--- src/rtl/mem_access_arbiter.sv ---
// mem_access_arbiter: shares one single-port memory between two requesters.
// Port 0 is the command/RW flow controller, port 1 is the tx/sample path.
// Each granted request produces one memory strobe, waits out the read latency
// and returns a one-cycle ack together with the read data.
// Build option: define ARB_FIXED_PRIO_EN to give port 0 fixed priority on ties;
// the default build arbitrates ties round robin.
//
// Timing, with T the ACCESS cycle (mem_en high):
//   mem_rdata is captured on the edge that ends cycle T+MEM_LAT.
//   The ack pulses in cycle T+MEM_LAT+1, which is MEM_LAT+2 cycles after the
//   request was sampled in IDLE.
//   Back-to-back transactions are spaced MEM_LAT+3 cycles apart.
// To meet those numbers, WAIT always lasts MEM_LAT cycles, including when
// MEM_LAT is 1, and DONE is entered on the capture edge.

module mem_access_arbiter #(
  parameter int unsigned ADDR_W  = 8,
  parameter int unsigned DATA_W  = 8,
  parameter int unsigned MEM_LAT = 2   // legal range 1..15
) (
  input  logic              clk,
  input  logic              reset,
  input  logic              req0,
  input  logic              req1,
  input  logic              rw0,
  input  logic              rw1,
  input  logic [ADDR_W-1:0] addr0,
  input  logic [ADDR_W-1:0] addr1,
  input  logic [DATA_W-1:0] wdata0,
  input  logic [DATA_W-1:0] wdata1,
  output logic              ack0,
  output logic              ack1,
  output logic [DATA_W-1:0] rdata0,
  output logic [DATA_W-1:0] rdata1,
  output logic              mem_en,
  output logic              mem_rw,
  output logic [ADDR_W-1:0] mem_addr,
  output logic [DATA_W-1:0] mem_wdata,
  input  logic [DATA_W-1:0] mem_rdata,
  output logic              busy,
  output logic              grant_id
);

  typedef enum logic [1:0] {
    StIdle,
    StAccess,
    StWait,
    StDone
  } state_e;

  localparam logic [3:0] LatCnt = 4'(MEM_LAT);

  state_e     state_q;
  logic [3:0] cnt_q;
  logic       grant_win;

`ifndef ARB_FIXED_PRIO_EN
  logic       last_grant_q;
`endif

  // Pick the winner among the current requests; only used in IDLE.
  always_comb begin
    grant_win = 1'b0;
    if (req0 && req1) begin
`ifdef ARB_FIXED_PRIO_EN
      grant_win = 1'b0;
`else
      grant_win = ~last_grant_q;
`endif
    end else if (req1) begin
      grant_win = 1'b1;
    end
  end

  // Transaction FSM with all outputs registered.
  always_ff @(posedge clk or negedge reset) begin
    if (!reset) begin
      state_q      <= StIdle;
      cnt_q        <= 4'd0;
      ack0         <= 1'b0;
      ack1         <= 1'b0;
      rdata0       <= '0;
      rdata1       <= '0;
      mem_en       <= 1'b0;
      mem_rw       <= 1'b0;
      mem_addr     <= '0;
      mem_wdata    <= '0;
      busy         <= 1'b0;
      grant_id     <= 1'b0;
`ifndef ARB_FIXED_PRIO_EN
      last_grant_q <= 1'b1;
`endif
    end else begin
      // Strobe and acks are single-cycle pulses.
      mem_en <= 1'b0;
      ack0   <= 1'b0;
      ack1   <= 1'b0;
      unique case (state_q)
        StIdle: begin
          if (req0 || req1) begin
            state_q   <= StAccess;
            busy      <= 1'b1;
            mem_en    <= 1'b1;
            grant_id  <= grant_win;
            // Memory pins double as the latched request; they hold until the next grant.
            mem_rw    <= grant_win ? rw1    : rw0;
            mem_addr  <= grant_win ? addr1  : addr0;
            mem_wdata <= grant_win ? wdata1 : wdata0;
          end
        end
        StAccess: begin
          cnt_q   <= LatCnt;
          state_q <= StWait;
        end
        StWait: begin
          if (cnt_q == 4'd1) begin
            state_q <= StDone;
            if (grant_id) begin
              ack1 <= 1'b1;
            end else begin
              ack0 <= 1'b1;
            end
            // This edge ends cycle T+MEM_LAT: read data is valid now.
            if (!mem_rw) begin
              if (grant_id) begin
                rdata1 <= mem_rdata;
              end else begin
                rdata0 <= mem_rdata;
              end
            end
          end else begin
            cnt_q <= cnt_q - 4'd1;
          end
        end
        StDone: begin
          state_q      <= StIdle;
          busy         <= 1'b0;
`ifndef ARB_FIXED_PRIO_EN
          last_grant_q <= grant_id;
`endif
        end
        default: begin
          state_q <= StIdle;
          busy    <= 1'b0;
        end
      endcase
    end
  end

endmodule

--- config.mk ---
export PLATFORM = sky130hd
export DESIGN_NAME = mem_access_arbiter
export DESIGN_NICKNAME = d
export VERILOG_FILES = /design/src/rtl/mem_access_arbiter.sv
export SDC_FILE = /design/constraint.sdc
export NUM_CORES = 1
export LEC_CHECK = 0
export CAP_MARGIN = 20
export CORE_MARGIN = 10
export CORE_UTILIZATION = 46
export DETAILED_ROUTE_END_ITERATION = 8
export PLACE_DENSITY = 0.85
export SYNTH_ARGS = -nofsm -noshare
export SYNTH_HDL_FRONTEND = slang
export SYNTH_SLANG_ARGS = --single-unit
--- constraint.sdc ---
create_clock -name clk -period 3.2 [get_ports clk]
set_input_delay 0.32 -clock clk [delete_from_list [all_inputs] [get_ports clk]]
set_output_delay 0.32 -clock clk [all_outputs]
set_load 0.05 [all_outputs]
; ---- Yosys cells after proc, flatten, opt, wreduce, memory -nomap -nowiden
; Cells that the tools add are included.
[totals]
reg_bits = 45
latch_bits = 0
ram_bits = 0
romBits = 0
in_bits = 46
output_inout_bits = 38
elab_cells = 55
mem_count = 0
[classes]
addsub = 1
n_mul = 0
div_mod_pow = 0
n_lt_le_gt_ge = 0
eq_ne = 7
shift = 0
mux = 20
n_bitwise = 3
reduce_logical = 11
[op_table]
columns = operator, n
row1 = $mux W8, 2
row2 = $mux W1, 12
row3 = $pmux W2 S4, 1
row4 = $pmux W4 S2, 1
row5 = $reduce_and A2 Y1, 4
row6 = $reduce_and A4 Y1, 2
row7 = $ne A2 B2 Y1 const B, 3
row8 = $eq A2 B2 Y1 const B, 2
row9 = $eq A4 B1 Y1 const B, 1
row10 = $mux W2, 2
row11 = $mux W4, 1
row12 = $reduce_bool A2 Y1, 2
row13 = $sub A4 B1 Y4 const B, 1
row14 = $not A1 Y1, 3
row15 = $eq A2 B1 Y1 const B, 1
row16 = $logic_not A2 Y1, 1
row17 = $pmux W1 S2, 1
row18 = $logic_and A1 B1 Y1, 1
row19 = $logic_or A1 B1 Y1, 1

; ---- Longest topological paths before layout
; Gate-level depths: netlist of run 1.
[depth]
ltp_word = 3
depth_mapped = 7
ltp_nobuf = 5

; ---- Least setup slack after synthesis of run 1
; Ideal clock, no wire load.
[synth_path]
path_kind = reg-to-reg
startpoint = register state_q[0]
endpoint = register rdata0[0]
setup_time_ns = 0.125
t_arrival_ns = 1.625
required_time_ns = 3.075
path_slack_ns = 1.450
path_stages_with_launch = 8
path_buffers = 2
synth_period_minus_slack_ns = 1.750
cell_sequence = dfrtp_1 > inv_1 > ha_1 > buf_4 > nand4bb_1 > or3_1 > buf_6 > mux2_4
[synth_between]
elab_chain_len = 2
[synth_rtl]
columns = item, line_no
row1 = "start, declared", 53  ; state_e state_q;
row2 = "start signal, assigned", 78  ; state_q <= StIdle;
row3 = "start signal, assigned", 101  ; state_q <= StAccess;
row4 = "start signal, assigned", 113  ; state_q <= StWait;
row5 = $eq A2 B2 Y1, 98  ; unique case (state_q)
row6 = $reduce_and A4 Y1 (no source line), -
row7 = "end signal, assigned", 128  ; rdata0 <= mem_rdata;
row8 = "end, declared", 33  ; output logic [DATA_W-1:0] rdata0,
; Every way passes these cells.
; A chain may end at the register's enable or synchronous reset.

; ---- Final worst setup path of run 1
[layout_path]
startpoint = register state_q[0]
endpoint = register rdata0[3]
; The elaborated chain is that of the path after synthesis.

==> flow_summary.json, run 1 <==
{
  "status": "finished clean",
  "synth.avg_cell_area_um2": 12.39,
  "n_antenna_cell": 0,
  "port_buffers": 83,
  "viasPerCell": 4.951,
  "syn_to_final_growth_pct": 47.32,
  "die_x_um": 86.87,
  "max_stage_delay_ns": 0.55,
  "crit_arrival_ns": 2.22,
  "layout_commonest_cell": "clkdlybuf4s50_1",
  "seqPwrFrac": 0.305,
  "syn_area_um2": 2057,
  "worst_pin_slew_ns": 0.5547,
  "core-area_um2": 4354,
  "grt_max_degree": 46,
  "h-tree-depth": 2,
  "reg2reg_depth": 5,
  "reg2reg_setup_slack_ns": 1.16,
  "r2r_end": "rdata0[3]",
  "postRouteAntennaNets": 0,
  "root_buffer": "clkbuf_8",
  "nFillCells": 339,
  "ys_seq_area_frac": 0.5481,
  "die-area_um2": 7546,
  "drtIter0Drc": 57,
  "via_count": 1505,
  "nNetsFinal": 305,
  "clkSlewWorstSetupHoldPaths_ns": 0.08,
  "pin_count": 84,
  "p_switching_mw": 1.562,
  "startpoint_type": "flip-flop",
  "p_clk_frac": 0.103,
  "utilization": 0.6960,
  "post-route-min-period_ns": 2.041,
  "totalWireLength_um": 4721,
  "grt_overflow": 0,
  "cp_data_required_time_ns": 3.38,
  "track_usage": 0.1276,
  "grt_pass1_wl_um": 7714,
  "drc": 0,
  "post_cts_buffers": 0,
  "power_density_nw_per_um2": 1095,
  "grt_setup_unrepaired": "false",
  "crit_chain": "inv_1, ha_1, nand4bb_1, or3_1, mux2_4",
  "p_int_mw": 1.758,
  "place_hpwl_um": 3694,
  "dp_cells": 295,
  "holdBufCountCts": 0,
  "cts_resized": 0,
  "synth_flop_cell": "dfrtp_1",
  "holdCritPathClass": "in2async",
  "fp-row-count": 24,
  "syn_inst": 166,
  "clk_latency_ns": 0.29,
  "drtPass1Iterations": 4,
  "ys_async_sr_fraction": 1.000,
  "crit_path_top_delay_cell": "or3_1",
  "die_h_um": 86.87,
  "grt_antenna_before_repair": 0,
  "setup_violations": 0,
  "cts_tree": "built",
  "finalSetupTns_ns": 0,
  "synth-seq-cells": 45,
  "crit_type": "reg2reg",
  "yosysWarningCount": 0,
  "place.gp.congestion": 0.8184,
  "p_sw_frac": 0.4705,
  "final_cell_count_no_fill": 304,
  "numCtsBuffers": 5,
  "power.leakage_nw": 1.399,
  "wl_per_cell_um": 15.53,
  "first_global_vias": 1604,
  "slew_viol_final": 0,
  "clk_path_buf_depth": 2,
  "slew_headroom": 0.6302,
  "cts.sinks": 45,
  "synth_enable_flop_cells": 0,
  "syn_nets": 219,
  "fmax_ghz": 0.4899,
  "comb_power_share": 0.592,
  "fin_crit_sh": 0.6379,
  "finClkSkew_ns": 0.005449,
  "drv_cap": 0,
  "yosysUniqueCellTypes": 33,
  "mostFrequentLayoutCells": "82 x clkdlybuf4s50_1, 44 x dfrtp_1, 21 x nand2_1",
  "critPathMaxFanout": 9,
  "ir_drop_v": 0.0005546,
  "drive_gt1_frac": 0.1310,
  "end_kind": "flip-flop",
  "start_util": 0.4724,
  "reg2reg_from": "state_q[0]",
  "finalHoldViolCount": 0
}
-- Yosys cell counts, types with 2 or more instances --
cell       n  area, um2
dfrtp_1   44       1101
nand2_1   21      78.83
mux2i_1   19      190.2
o21ai_0   18      90.09
mux2_2    10      112.6
mux2_4     8      120.1
ha_1       7      87.58
inv_1      7      26.28
buf_4      3      22.52
clkbuf_1   3      11.26
nand2b_1   3      18.77
a21oi_1    2      10.01
-- cell type report --
| cell class | count | area, um2 | share of cell area |
|---|---|---|---|
| Inverter | 7 | 26.28 | 0.008671 |
| Timing Repair Buffer | 86 | 863.3 | 0.2849 |
| Clock buffer | 7 | 86.33 | 0.02849 |
| Tap cell | 52 | 65.06 | 0.02147 |
| Sequential cell | 45 | 1127 | 0.3720 |
| Multi-Input combinational cell | 107 | 862.1 | 0.2845 |
-- power groups by stage --
| stage | logic [mW] | registers, mW | clock network [mW] |
|---|---|---|---|
| after detailed placement | 1.99 | 1.02 | 0 |
| after global routing | 2.10 | 1.05 | 0.381 |
| after CTS | 1.99 | 1.02 | 0.356 |
| after floorplan | 0.531 | 1.80 | 0 |
| final | 1.97 | 1.01 | 0.342 |
| after global placement | 1.94 | 1.01 | 0 |
-- worst max path at each step --
stage / end / cells past startpoint / from / slack (ns)
after floorplan: rdata0[0] / 7 / state_q[0] / 1.45
after global placement: rdata0[2] / 5 / state_q[0] / 1.23
after detailed placement: rdata0[6] / 5 / state_q[0] / 1.17
after CTS: rdata0[6] / 5 / state_q[0] / 1.16
after global routing: rdata0[4] / 5 / state_q[0] / 1.02
final: rdata0[3] / 5 / state_q[0] / 1.16
-- worst max-delay path, delay by kind of cell, from the launching register on --
kind                     cells  cell delay, ns
AND/OR/NAND/NOR              2            0.70
flip-flops                   1            0.41
multiplexers                 1            0.38
adder cells (fa/ha/maj)      1            0.32
buffers and inverters        1            0.12
-- logic make-up (layout without fill, tap and decap cells) --
kind of cell,Yosys count,count (layout),synth area share
muxes,37,37,0.2056
buffers and inverters,14,100,0.03467
DFF,45,45,0.5481
and+or+nand+nor,37,37,0.09794
AOI/OAI and AO/OA,26,26,0.07117
adders and majority gates,7,7,0.04258
-- stage by stage --
| stage | total power, mW | area, um2 | setup WS, ns | hold WS, ns |
|---|---|---|---|---|
| 6_report | 3.319 | 3030 | 1.159 | 0.3604 |
| 5_1_grt | 3.532 | 3030 | 1.025 | 0.3886 |
| 4_1_cts | 3.359 | 3000 | 1.161 | 0.2167 |
| 3_5_place_dp | 3.010 | 2914 | 1.169 | 0.4692 |
| 3_3_place_gp | 2.955 | 2914 | 1.235 | 0.4595 |
| 2_1_floorplan | 2.331 | 2057 | 1.450 | 0.02441 |
-- state kept, by name, summed over array words and instances (netlist names) --
name,count
ack1,1
ack0,1
busy,1
rdata0,8
mem_rw,1
rdata1,8
last_grant_q,1
mem_wdata,8
mem_addr,8
grant_id,1
mem_en,1
cnt_q,4
state_q,2
-- metal layers --
layer,vias to the layer above,share of wire,GRT usage
met5,-,0,0
met4,0,0.016,0.05302
met3,6,0.12,0.07116
met2,68,0.45,0.1892
met1,689,0.41,0.1484
li1,742,-,-
(Power assumes the default switching activity.)
==> run 2: changes to the inputs <==
--- a/config.mk
+++ b/config.mk
@@ -7,9 +7,9 @@
 export LEC_CHECK = 0
 export CAP_MARGIN = 20
 export CORE_MARGIN = 10
-export CORE_UTILIZATION = 46
+export CORE_UTILIZATION = 39
 export DETAILED_ROUTE_END_ITERATION = 8
-export PLACE_DENSITY = 0.85
+export PLACE_DENSITY = 0.77
 export SYNTH_ARGS = -nofsm -noshare
 export SYNTH_HDL_FRONTEND = slang
 export SYNTH_SLANG_ARGS = --single-unit
==> constraint.sdc (replaced) <==
create_clock -name clk -period 1.8 [get_ports clk]
set_input_delay 0.18 -clock clk [delete_from_list [all_inputs] [get_ports clk]]
set_output_delay 0.18 -clock clk [all_outputs]
set_load 0.05 [all_outputs]
==> run 2 against run 1 <==
Sequential share of layout area down 1.6 points. Final cell count rose by 9.5%. Via count increased by 5.0%. Clock power grew 120%. Worst hold slack better by 0.050 ns. Sequential power increased by 78%. Maximum frequency up 18%. Critical path type unchanged. Highest routed layer unchanged.
==> flow_summary.json, run 2 (synthesis gave the netlist of run 1 again) <==
{
  "status": "finished clean",
  "wl_per_cell_um": 15.46,
  "h-tree-depth": 2,
  "grt_overflow": 0,
  "first_global_vias": 1776,
  "worst_pin_slew_ns": 0.5684,
  "multi_input_area_um2": 880.8,
  "die_x_um": 92.63,
  "slew_headroom": 0.6211,
  "core-area_um2": 5107,
  "finalSetupTns_ns": 0,
  "start_util": 0.4027,
  "n_antenna_cell": 0,
  "placed_area_um2": 3012,
  "final_cell_area_um2": 3171,
  "reg2reg_from": "cnt_q[1]",
  "critPathMaxFanout": 4,
  "clk_latency_ns": 0.29,
  "place.gp.congestion": 0.8473,
  "setup_violations": 0,
  "slew_viol_final": 0,
  "numCtsBuffers": 5,
  "crit_arrival_ns": 1.90,
  "fmax_ghz": 0.5799,
  "nNetsFinal": 315,
  "fp-row-count": 26,
  "clkSlewWorstSetupHoldPaths_ns": 0.08,
  "hold_slack_ns": 0.4101,
  "drtPass1Iterations": 4,
  "postRouteAntennaNets": 0,
  "die-area_um2": 8579,
  "root_buffer": "clkbuf_8",
  "end_kind": "flip-flop",
  "grt_antenna_before_repair": 0,
  "drive_gt1_frac": 0.1939,
  "totalWireLength_um": 5148,
  "power_density_nw_per_um2": 1966,
  "power.leakage_nw": 1.458,
  "syn_to_final_growth_pct": 54.14,
  "drv_cap": 0,
  "cp_data_required_time_ns": 1.98,
  "holdCritPathClass": "in2async",
  "reg2reg_setup_slack_ns": 0.08,
  "clk_path_buf_depth": 2,
  "post-route-min-period_ns": 1.724,
  "reg2reg_depth": 5,
  "die_h_um": 92.63,
  "fin_crit_sh": 0.9580,
  "finClkSkew_ns": 0.01001,
  "final_cell_count_no_fill": 333,
  "nFillCells": 425,
  "drc": 0,
  "r2r_end": "state_q[1]",
  "register_area_um2": 1127,
  "port_buffers": 83,
  "layout_commonest_cell": "clkdlybuf4s50_1",
  "place_hpwl_um": 4115,
  "dp_cells": 322,
  "ir_drop_v": 0.001061,
  "grt_pass1_wl_um": 8687,
  "cts_tree": "built",
  "mostFrequentLayoutCells": "80 x clkdlybuf4s50_1, 44 x dfrtp_1, 21 x nand2_1",
  "viasPerCell": 4.745,
  "grt_max_degree": 30,
  "track_usage": 0.1217,
  "crit_type": "reg2reg",
  "pin_count": 84,
  "finalHoldViolCount": 0,
  "drtIter0Drc": 23,
  "startpoint_type": "flip-flop",
  "via_count": 1580,
  "utilization": 0.6208,
  "cts.sinks": 45
}
-- run 2: changes by cell type in the layout (fill, tap and decap cells not counted), moves of 2 or more --
cell and delta:
ha_1 -2, clkdlybuf4s50_1 -2, inv_1 -2, buf_4 +11, inv_2 +2
-- run 2: routing by layer --
| layer | vias to the layer above | wire [um] | global-route usage |
|---|---|---|---|
| li1 | 760 | - | - |
| met1 | 760 | 2121 | 0.1353 |
| met2 | 56 | 2551 | 0.2118 |
| met3 | 4 | 463 | 0.06134 |
| met4 | 0 | 12 | 0.01157 |
| met5 | - | 0 | 0 |
-- run 2: worst max-delay path by stage --
stage	cells past startpoint	slack [ns]	from	end
global placement	5	0.03	cnt_q[1]	state_q[1]
floorplan	7	0.05	state_q[0]	rdata0[0]
global route	5	-0.0007	cnt_q[1]	state_q[1]
CTS	5	0.005	cnt_q[1]	state_q[1]
detailed placement	5	-0.05	cnt_q[1]	state_q[1]
finish	5	0.08	cnt_q[1]	state_q[1]
-- run 2: worst max-delay path, cell delays in order (launching register included) --
cell	delay, ns
dfrtp_1	0.40
inv_2	0.08
ha_4	0.14
or3b_2	0.48
a21oi_2	0.18
mux2_2	0.34
-- run 2: area by class of cell --
class / instances / area share
timing repair buffer: 96 / 0.2956
multi-input combinational: 107 / 0.2778
inverter: 7 / 0.008287
tap: 70 / 0.02762
sequential: 45 / 0.3556
clock buffer: 6 / 0.02289
clock inverter: 2 / 0.01223
-- run 2: where the power goes --
part           internal (mW)  total (mW)  switching (mW)
Sequential              1.50        1.80           0.296
Clock                  0.417       0.750           0.333
Combinational           1.44        3.69            2.25
-- run 2: timing repair --
item / in CTS / in global routing
hold buffers: 1 / 0
endpoints found under the setup margin: 1 / 9
setup buffers: 0 / 2
resized for setup: 2 / 5
pin swaps: 1 / 1
hold endpoints to repair: 20 / 0
-- run 2: stage by stage --
stage,power [mW],setup WS (ns)
floorplan,4.144,0.04989
global placement,5.385,0.02988
detailed placement,5.469,-0.04909
CTS,6.246,0.005463
global route,6.625,-0.0006972
finish,6.233,0.07566
==> run 3: changes to the inputs <==
--- a/config.mk
+++ b/config.mk
@@ -7,9 +7,9 @@
 export LEC_CHECK = 0
 export CAP_MARGIN = 20
 export CORE_MARGIN = 10
-export CORE_UTILIZATION = 39
+export CORE_UTILIZATION = 43
 export DETAILED_ROUTE_END_ITERATION = 8
-export PLACE_DENSITY = 0.77
+export PLACE_DENSITY = 0.8
 export SYNTH_ARGS = -nofsm -noshare
 export SYNTH_HDL_FRONTEND = slang
 export SYNTH_SLANG_ARGS = --single-unit
==> constraint.sdc (replaced) <==
create_clock -name clk -period 1.7 [get_ports clk]
set_input_delay 0.17 -clock clk [delete_from_list [all_inputs] [get_ports clk]]
set_output_delay 0.17 -clock clk [all_outputs]
set_load 0.05 [all_outputs]
==> run 3 against run 2 <==
Setup slack got worse by 0.052 ns. Critical path depth rose by 1. Total power rose by 2.1%. Flip-flop and latch count did not move. Clock power fell by 17%. Sequential share of layout area rose by 0.79 points. Via count fell by 0.51%. Sequential power rose by 5%. Critical endpoint is now rdata0[3]. Largest cell class unchanged.
==> flow_summary.json, run 3 (synthesis gave the netlist of run 1 again) <==
{
  "status": "finished clean",
  "slew_headroom": 0.6147,
  "crit_type": "reg2reg",
  "power.leakage_nw": 1.476,
  "post-route-min-period_ns": 1.677,
  "fin_crit_sh": 0.9864,
  "via_count": 1572,
  "die-area_um2": 7950,
  "core-area_um2": 4692,
  "clkSlewWorstSetupHoldPaths_ns": 0.08,
  "numCtsBuffers": 5,
  "viasPerCell": 4.928,
  "grt_pass1_wl_um": 7948,
  "mostFrequentLayoutCells": "64 x clkdlybuf4s50_1, 44 x dfrtp_1, 31 x buf_4",
  "fmax_ghz": 0.5964,
  "critPathMaxFanout": 8,
  "postRouteAntennaNets": 0,
  "nFillCells": 385,
  "die_h_um": 89.17,
  "finalPower_mw": 6.362,
  "port_buffers": 83,
  "finalHoldViolCount": 0,
  "clk_path_buf_depth": 2,
  "drive_gt1_frac": 0.2642,
  "crit_arrival_ns": 1.86,
  "track_usage": 0.1274,
  "wl_per_cell_um": 16.04,
  "grt_max_degree": 36,
  "holdCritPathClass": "in2async",
  "fp-row-count": 25,
  "power_density_nw_per_um2": 2051,
  "multi_input_area_um2": 898.4,
  "drtPass1Iterations": 4,
  "place.gp.congestion": 0.7961,
  "h-tree-depth": 2,
  "placed_area_um2": 2970,
  "drc": 0,
  "ir_drop_v": 0.0009335,
  "totalWireLength_um": 5117,
  "syn_to_final_growth_pct": 50.79,
  "grt_overflow": 0,
  "finClkSkew_ns": 0.007502,
  "cts_tree": "built",
  "first_global_vias": 1624,
  "grt_antenna_before_repair": 0,
  "cts.sinks": 45,
  "final_cell_area_um2": 3102,
  "start_util": 0.4384,
  "nNetsFinal": 317,
  "cp_data_required_time_ns": 1.88,
  "n_antenna_cell": 0,
  "drv_cap": 0,
  "setup_violations": 0,
  "place_hpwl_um": 4008,
  "slew_viol_final": 0,
  "root_buffer": "clkbuf_8",
  "layout_commonest_cell": "clkdlybuf4s50_1",
  "pin_count": 84,
  "grt_setup_unrepaired": "true",
  "drtIter0Drc": 39,
  "startpoint_type": "flip-flop",
  "worst_pin_slew_ns": 0.5780,
  "register_area_um2": 1127,
  "end_kind": "flip-flop",
  "die_x_um": 89.17,
  "clk_latency_ns": 0.29
}
[run 3: cell types whose count changed in the layout (fill, tap and decap cells not counted), sizes merged]
cell,before,now
clkdlybuf4s50,80,64
clkinv,1,2
buf,15,33
bufinv,1,0
[run 3: area by class of cell]
type | instances | area share
well taps | 54 | 0.02178
clock inverters | 2 | 0.003227
flip-flops and latches | 45 | 0.3635
repair buffers | 98 | 0.2900
clock buffers | 6 | 0.02340
multi-input cells | 107 | 0.2896
inverters | 7 | 0.008471
[run 3: what timing repair did]
| action | 4_1_cts | 5_1_grt |
|---|---|---|
| endpoints found under the setup margin | 9 | 9 |
| gates resized for setup | 4 | 2 |
| setup buffers | 0 | 2 |
| pin swaps | 0 | 1 |
| hold buffers | 1 | 0 |
| hold endpoints to repair | 14 | 0 |
[run 3: path summary, 6_finish.rpt]
| kind | depth (start not counted) | from | end | slack (ns) |
|---|---|---|---|---|
| max | 6 | state_q[0] | rdata0[3] | 0.02 |
| max in group asynchronous | 3 | reset | mem_addr[3] | 0.82 |
| min reg2reg | 2 | mem_wdata[7] | mem_wdata[7] | 0.48 |
| max reg2reg | 6 | state_q[0] | rdata0[3] | 0.02 |
| min in group clk | 2 | mem_wdata[7] | mem_wdata[7] | 0.48 |
| min | 2 | reset | ack1 | 0.30 |
[run 3: worst max-delay path, stage by stage, from the launching register on]
cell and delay [ns]:
dfrtp_1 0.39, inv_2 0.10, ha_4 0.15, nand4bb_1 0.13
or3_1 0.34, buf_6 0.16, mux2_4 0.30
[run 3: through the flow]
stage / setup WS (ns) / cells / utilization / hold WS (ns) / setup TNS [ns]
global route: -0.03545 / 319 / 0.6611 / 0.3299 / -0.2431
CTS: 0.01534 / 317 / 0.6568 / 0.3125 / 0
detailed placement: -0.08601 / 308 / 0.6331 / 0.09171 / -0.3361
global placement: -0.02928 / 308 / 0.6331 / 0.09580 / -0.02928
finish: 0.02317 / 319 / 0.6611 / 0.3005 / 0
floorplan: -0.01782 / 166 / - / -0.1256 / -0.1587
[run 3: power breakdown]
part | internal [mW] | switching [mW]
logic | 1.46 | 2.39
clock network | 0.285 | 0.335
registers | 1.59 | 0.305
total | 3.33 | 3.03
[run 3: metal layers]
layer | track usage | wire [um] | vias up
met5 | 0 | 0 | -
met4 | 0.03035 | 28 | 0
met3 | 0.05378 | 412 | 4
met2 | 0.2172 | 2543 | 54
met1 | 0.1441 | 2132 | 743
li1 | - | - | 771
==> RTL change 1, RTL diff (settings of run 3) <==
Build with the macro `ARB_FIXED_PRIO_EN` defined.
--- a/src/rtl/mem_access_arbiter.sv
+++ b/src/rtl/mem_access_arbiter.sv
@@ -12,6 +12,8 @@
 //   Back-to-back transactions are spaced MEM_LAT+3 cycles apart.
 // To meet those numbers, WAIT always lasts MEM_LAT cycles, including when
 // MEM_LAT is 1, and DONE is entered on the capture edge.
+
+`define ARB_FIXED_PRIO_EN
 
 module mem_access_arbiter #(
   parameter int unsigned ADDR_W  = 8,
Check against the original RTL: not equivalent (a bounded check fails within 10 cycles, from zero or initial values and one cycle with reset low).
==> RTL change 1 against run 3 <==
- sequential cell count down 1
- routed wire length grew 1.0%
- global-route usage is essentially flat
- synthesized area is 2.1% lower
- power down 1.4%
- final area fell by 0.36%
- largest power group unchanged
- sequential share of layout area is 0.72 points lower
- setup slack better by 0.016 ns
==> RTL change 1: results (changes against run 3) <==
global_routing:
  grt_usage_pct: 12.78  # was 12.74%
  grt_start_max_net_pins: 29  # was 36
  grt_pass1_wl_um: 7755  # was 7948 um
  grt_pass1_vias: 1501  # was 1624
clocking:
  cts.repair.resized: 1  # was 4
  clkTransAtPathRegs_ns: 0.07
timing:
  finalCriticalPeriod_ns: 1.661  # was 1.677 ns
  holdWs_ns: 0.3552  # was 0.3005 ns
  worstMarginPinSlew_ns: 0.5118  # was 0.5780 ns
  finClkSkew_ns: 0.004449  # was 0.007502 ns
finish:
  buf_share_pct: 30.08  # was 29.00%
  drive_gt1_share_pct: 24.14  # was 26.42%
  multiInputGateArea_um2: 894.6  # was 898.4 um^2
  nonClockBufferCount: 98  # unchanged
  multi_input_gates: 106  # was 107
  nonClockInverterCount: 6  # was 7
  fillers: 361  # was 385
  fin_cells: 313  # was 319
  final_nets: 314  # was 317
  clk_share_pct: 2.510  # was 2.662%
  syn2layout_area_growth_pct: 53.51  # was 50.79%
  register_area_um2: 1101  # was 1127 um^2
  diodes: 0  # unchanged
  multi_input_area_share_pct: 28.95  # was 28.96%
worst_setup_path:
  cp-endpoint: "rdata0[1]"  # was rdata0[3]
  cp.arrival_ns: 1.84  # was 1.86 ns
  reg2reg_slack_ns: 0.04  # was 0.02 ns
  crit_family: "simple AND/OR/NAND/NOR gates"  # unchanged
  cp_slowest_cell: "dfrtp_1"  # unchanged
drt:
  wl_per_cell_um: 16.52  # was 16.04 um
  num_vias: 1569  # was 1572
  drtIter0Drc: 56  # was 39
synth:
  avgSynthCellArea_um2: 12.35  # was 12.39 um^2
  syn-num-nets: 216  # was 219
  ys_types: 32  # was 33
  synth_common_cells: "dfrtp_1, nand2_1, mux2i_1"  # unchanged
  ys_ff_latch: 44  # was 45
  ys.warnings.count: 0  # unchanged
  synthTopCellsByArea: "dfrtp_1, mux2i_1, mux2_4"  # unchanged
  ys_seq_area_share_pct: 54.69  # was 54.81%
placement:
  detailedPlace.worstSlack_ns: 0.01385  # was -0.08601 ns
  dp_cells: 303  # was 308
  place_area_um2: 2953  # was 2970 um^2
  gp_congestion: 0.8096  # was 0.7961
  dpl.hpwl_um: 4117  # was 4008 um
power:
  power_leakage_nw: 1.413  # was 1.476 nW
  vdd_ir_drop_max_v: 0.001028  # was 0.0009335 V
  internal_power_mw: 3.281  # was 3.330 mW
min_path:
  hp-class: "in2async"  # unchanged
status:
  outcome: "finished, final reports clean"  # unchanged
-- RTL change 1: logic make-up (layout without fill, tap and decap cells) --
kind of cell    count (synthesis)  count (layout)  synth area share (%)
flops                          44              44                 54.69
simple gates                   37              37                 10.13
mux                            36              36                 20.45
compound gates                 26              26                 7.023
buf+inv                        13             111                 3.356
fa+ha+maj                       7               7                 4.350
-- RTL change 1: power by group through the flow --
stage / Combinational, mW / Clock [mW] / Sequential (mW)
2_1_floorplan: 0.935 / 0 / 3.35
3_3_place_gp: 3.70 / 0 / 1.85
3_5_place_dp: 3.75 / 0 / 1.87
4_1_cts: 3.78 / 0.627 / 1.85
5_1_grt: 4.03 / 0.673 / 1.93
6_report: 3.80 / 0.612 / 1.86
-- RTL change 1: routing by layer --
metal	GRT usage, %	wire length, um
met1	15.58	2201
met2	20.29	2452
met3	5.699	473
met4	3.084	42
met5	0	0
==> RTL change 2, RTL diff (flow settings as in run 3) <==
Made on the original files. Re-encode `state_e` (4 states) as Gray code, 2 bits wide.
--- a/src/rtl/mem_access_arbiter.sv
+++ b/src/rtl/mem_access_arbiter.sv
@@ -42,10 +42,10 @@
 );
 
   typedef enum logic [1:0] {
-    StIdle,
-    StAccess,
-    StWait,
-    StDone
+    StIdle   = 2'b00,
+    StAccess = 2'b01,
+    StWait   = 2'b11,
+    StDone   = 2'b10
   } state_e;
 
   localparam logic [3:0] LatCnt = 4'(MEM_LAT);
Formal check against the unedited RTL: same outputs for any inputs over 10 cycles, from zero or initial values and one cycle with reset low; not proved beyond that.
==> RTL change 2 against run 3 <==
- the flow now finishes with violations (setup timing)
- sequential share of layout area is 0.16 points lower
- first-iteration DRC count is 130% higher
- power is 0.44% higher
- sequential cell count stayed put
- cell count is 1.6% lower
- hold slack better by 0.055 ns
- routed wire length is 11% higher
- critical path depth is 1 lower
- setup slack worse by 0.29 ns
- final area is 0.44% higher
- synthesized area is 2.9% lower
- largest power group unchanged
==> RTL change 2: results (changes against run 3) <==
synth:
  ys_seq_area_share_pct: 56.42  # was 54.81%
  synth_common_cells: "dfrtp_1, nand2_1, a211oi_1, a2bb2oi_1, clkbuf_1"  # was dfrtp_1, nand2_1, mux2i_1
  postSynthCellCount: 161  # was 166
  synthTopCellsByArea: "dfrtp_1, a2bb2oi_1, a211oi_1"  # was dfrtp_1, mux2i_1, mux2_4
  syn-num-nets: 209  # was 219
  ys_types: 31  # was 33
  synth-compound-area-share_pct: 18.10  # was 7.117%
  synthArstFlopShare_pct: 100.0  # unchanged
  ys.warnings.count: 0  # unchanged
  muxShareOfSynthArea_pct: 11.52  # was 20.56%
  synthAdderAreaFrac_pct: 1.252  # was 4.258%
finish:
  final_nets: 309  # was 317
  drive_gt1_share_pct: 28.24  # was 26.42%
  fin_cells: 314  # was 319
placement:
  gp_congestion: 0.8177  # was 0.7961
  place_area_um2: 2965  # was 2970 um^2
  dp_cells: 302  # was 308
  detailedPlace.worstSlack_ns: -0.2900  # was -0.08601 ns
  dpl.hpwl_um: 4324  # was 4008 um
power:
  comb_cell_power_mw: 3.82
  power_leakage_nw: 1.429  # was 1.476 nW
  pg_clk_uw: 698  # was 619 uW
  power_density_nw_per_um2: 2051  # about the same
  p_sw_mw: 2.990  # was 3.032 mW
  vdd_ir_drop_max_v: 0.001265  # was 0.0009335 V
clocking:
  clockRootBuffer: "clkbuf_8"  # unchanged
  cts.repair.resized: 3  # was 4
  ctsHoldBuffers: 1  # unchanged
  clock_latency_ns: 0.30
worst_setup_path:
  r2r_start: "cnt_q[1]"  # was state_q[0]
  cp-endpoint: "rdata0[2]"  # was rdata0[3]
  ff2ff_path_depth: 5  # was 6
  rr_endpoint: "rdata0[2]"  # was rdata0[3]
global_routing:
  grt_util_met3_pct: 4.643  # was 5.378%
  grt.met2_usage_pct: 24.10  # was 21.72%
  grt_pass1_vias: 1796  # was 1624
  use_met1_pct: 17.71  # was 14.41%
  antenna_found_initial: 0  # unchanged
  grt_usage_pct: 14.86  # was 12.74%
  grt_pass1_wl_um: 9232  # was 7948 um
drt:
  via_per_inst: 5.268  # was 4.928
  wl_met2_um: 2901  # was 2543 um
  wl_per_cell_um: 18.06  # was 16.04 um
  drtIter0Drc: 90  # was 39
  wl_met1_um: 2253  # was 2132 um
  dr_wl_met3_um: 368  # was 412 um
timing:
  fin_tns_setup_ns: -3.691  # was 0 ns
  finalSetupViolations: 16  # was 0
  holdWs_ns: 0.3557  # was 0.3005 ns
  setup_ws_ns: -0.2708  # was 0.02317 ns
  finClkSkew_ns: 0.003747  # was 0.007502 ns
status:
  violations: "setup timing"
  outcome: "finished, violations left"  # was finished, final reports clean
-- RTL change 2: changes by cell type after synthesis, sizes merged, moves of 5 or more --
cell / change
mux2i: -17
o21ai: -16
ha: -5
clkbuf: +7
a2bb2oi: +17
a211oi: +17
-- RTL change 2: logic make-up after synthesis --
family,count (synthesis)
and+or+nand+nor,33
buffers and inverters,18
DFF,45
AOI/OAI and AO/OA,45
muxes,18
adders and majority gates,2
-- RTL change 2: layout make-up --
| class | instances | area, um^2 |
|---|---|---|
| inverter | 6 | 22.52 |
| sequential | 45 | 1127 |
| fill | 316 | 1299 |
| tap | 52 | 65.06 |
| timing repair buffer | 105 | 982.2 |
| clock buffer | 6 | 82.58 |
| clock inverter | 2 | 13.76 |
| multi-input combinational | 98 | 822.0 |
-- RTL change 2: worst max-delay path: stages (launching register included) --
cell	delay, ns
dfrtp_1	0.40
inv_2	0.09
ha_4	0.13
or3b_4	0.38
or4_4	0.53
mux2_4	0.33
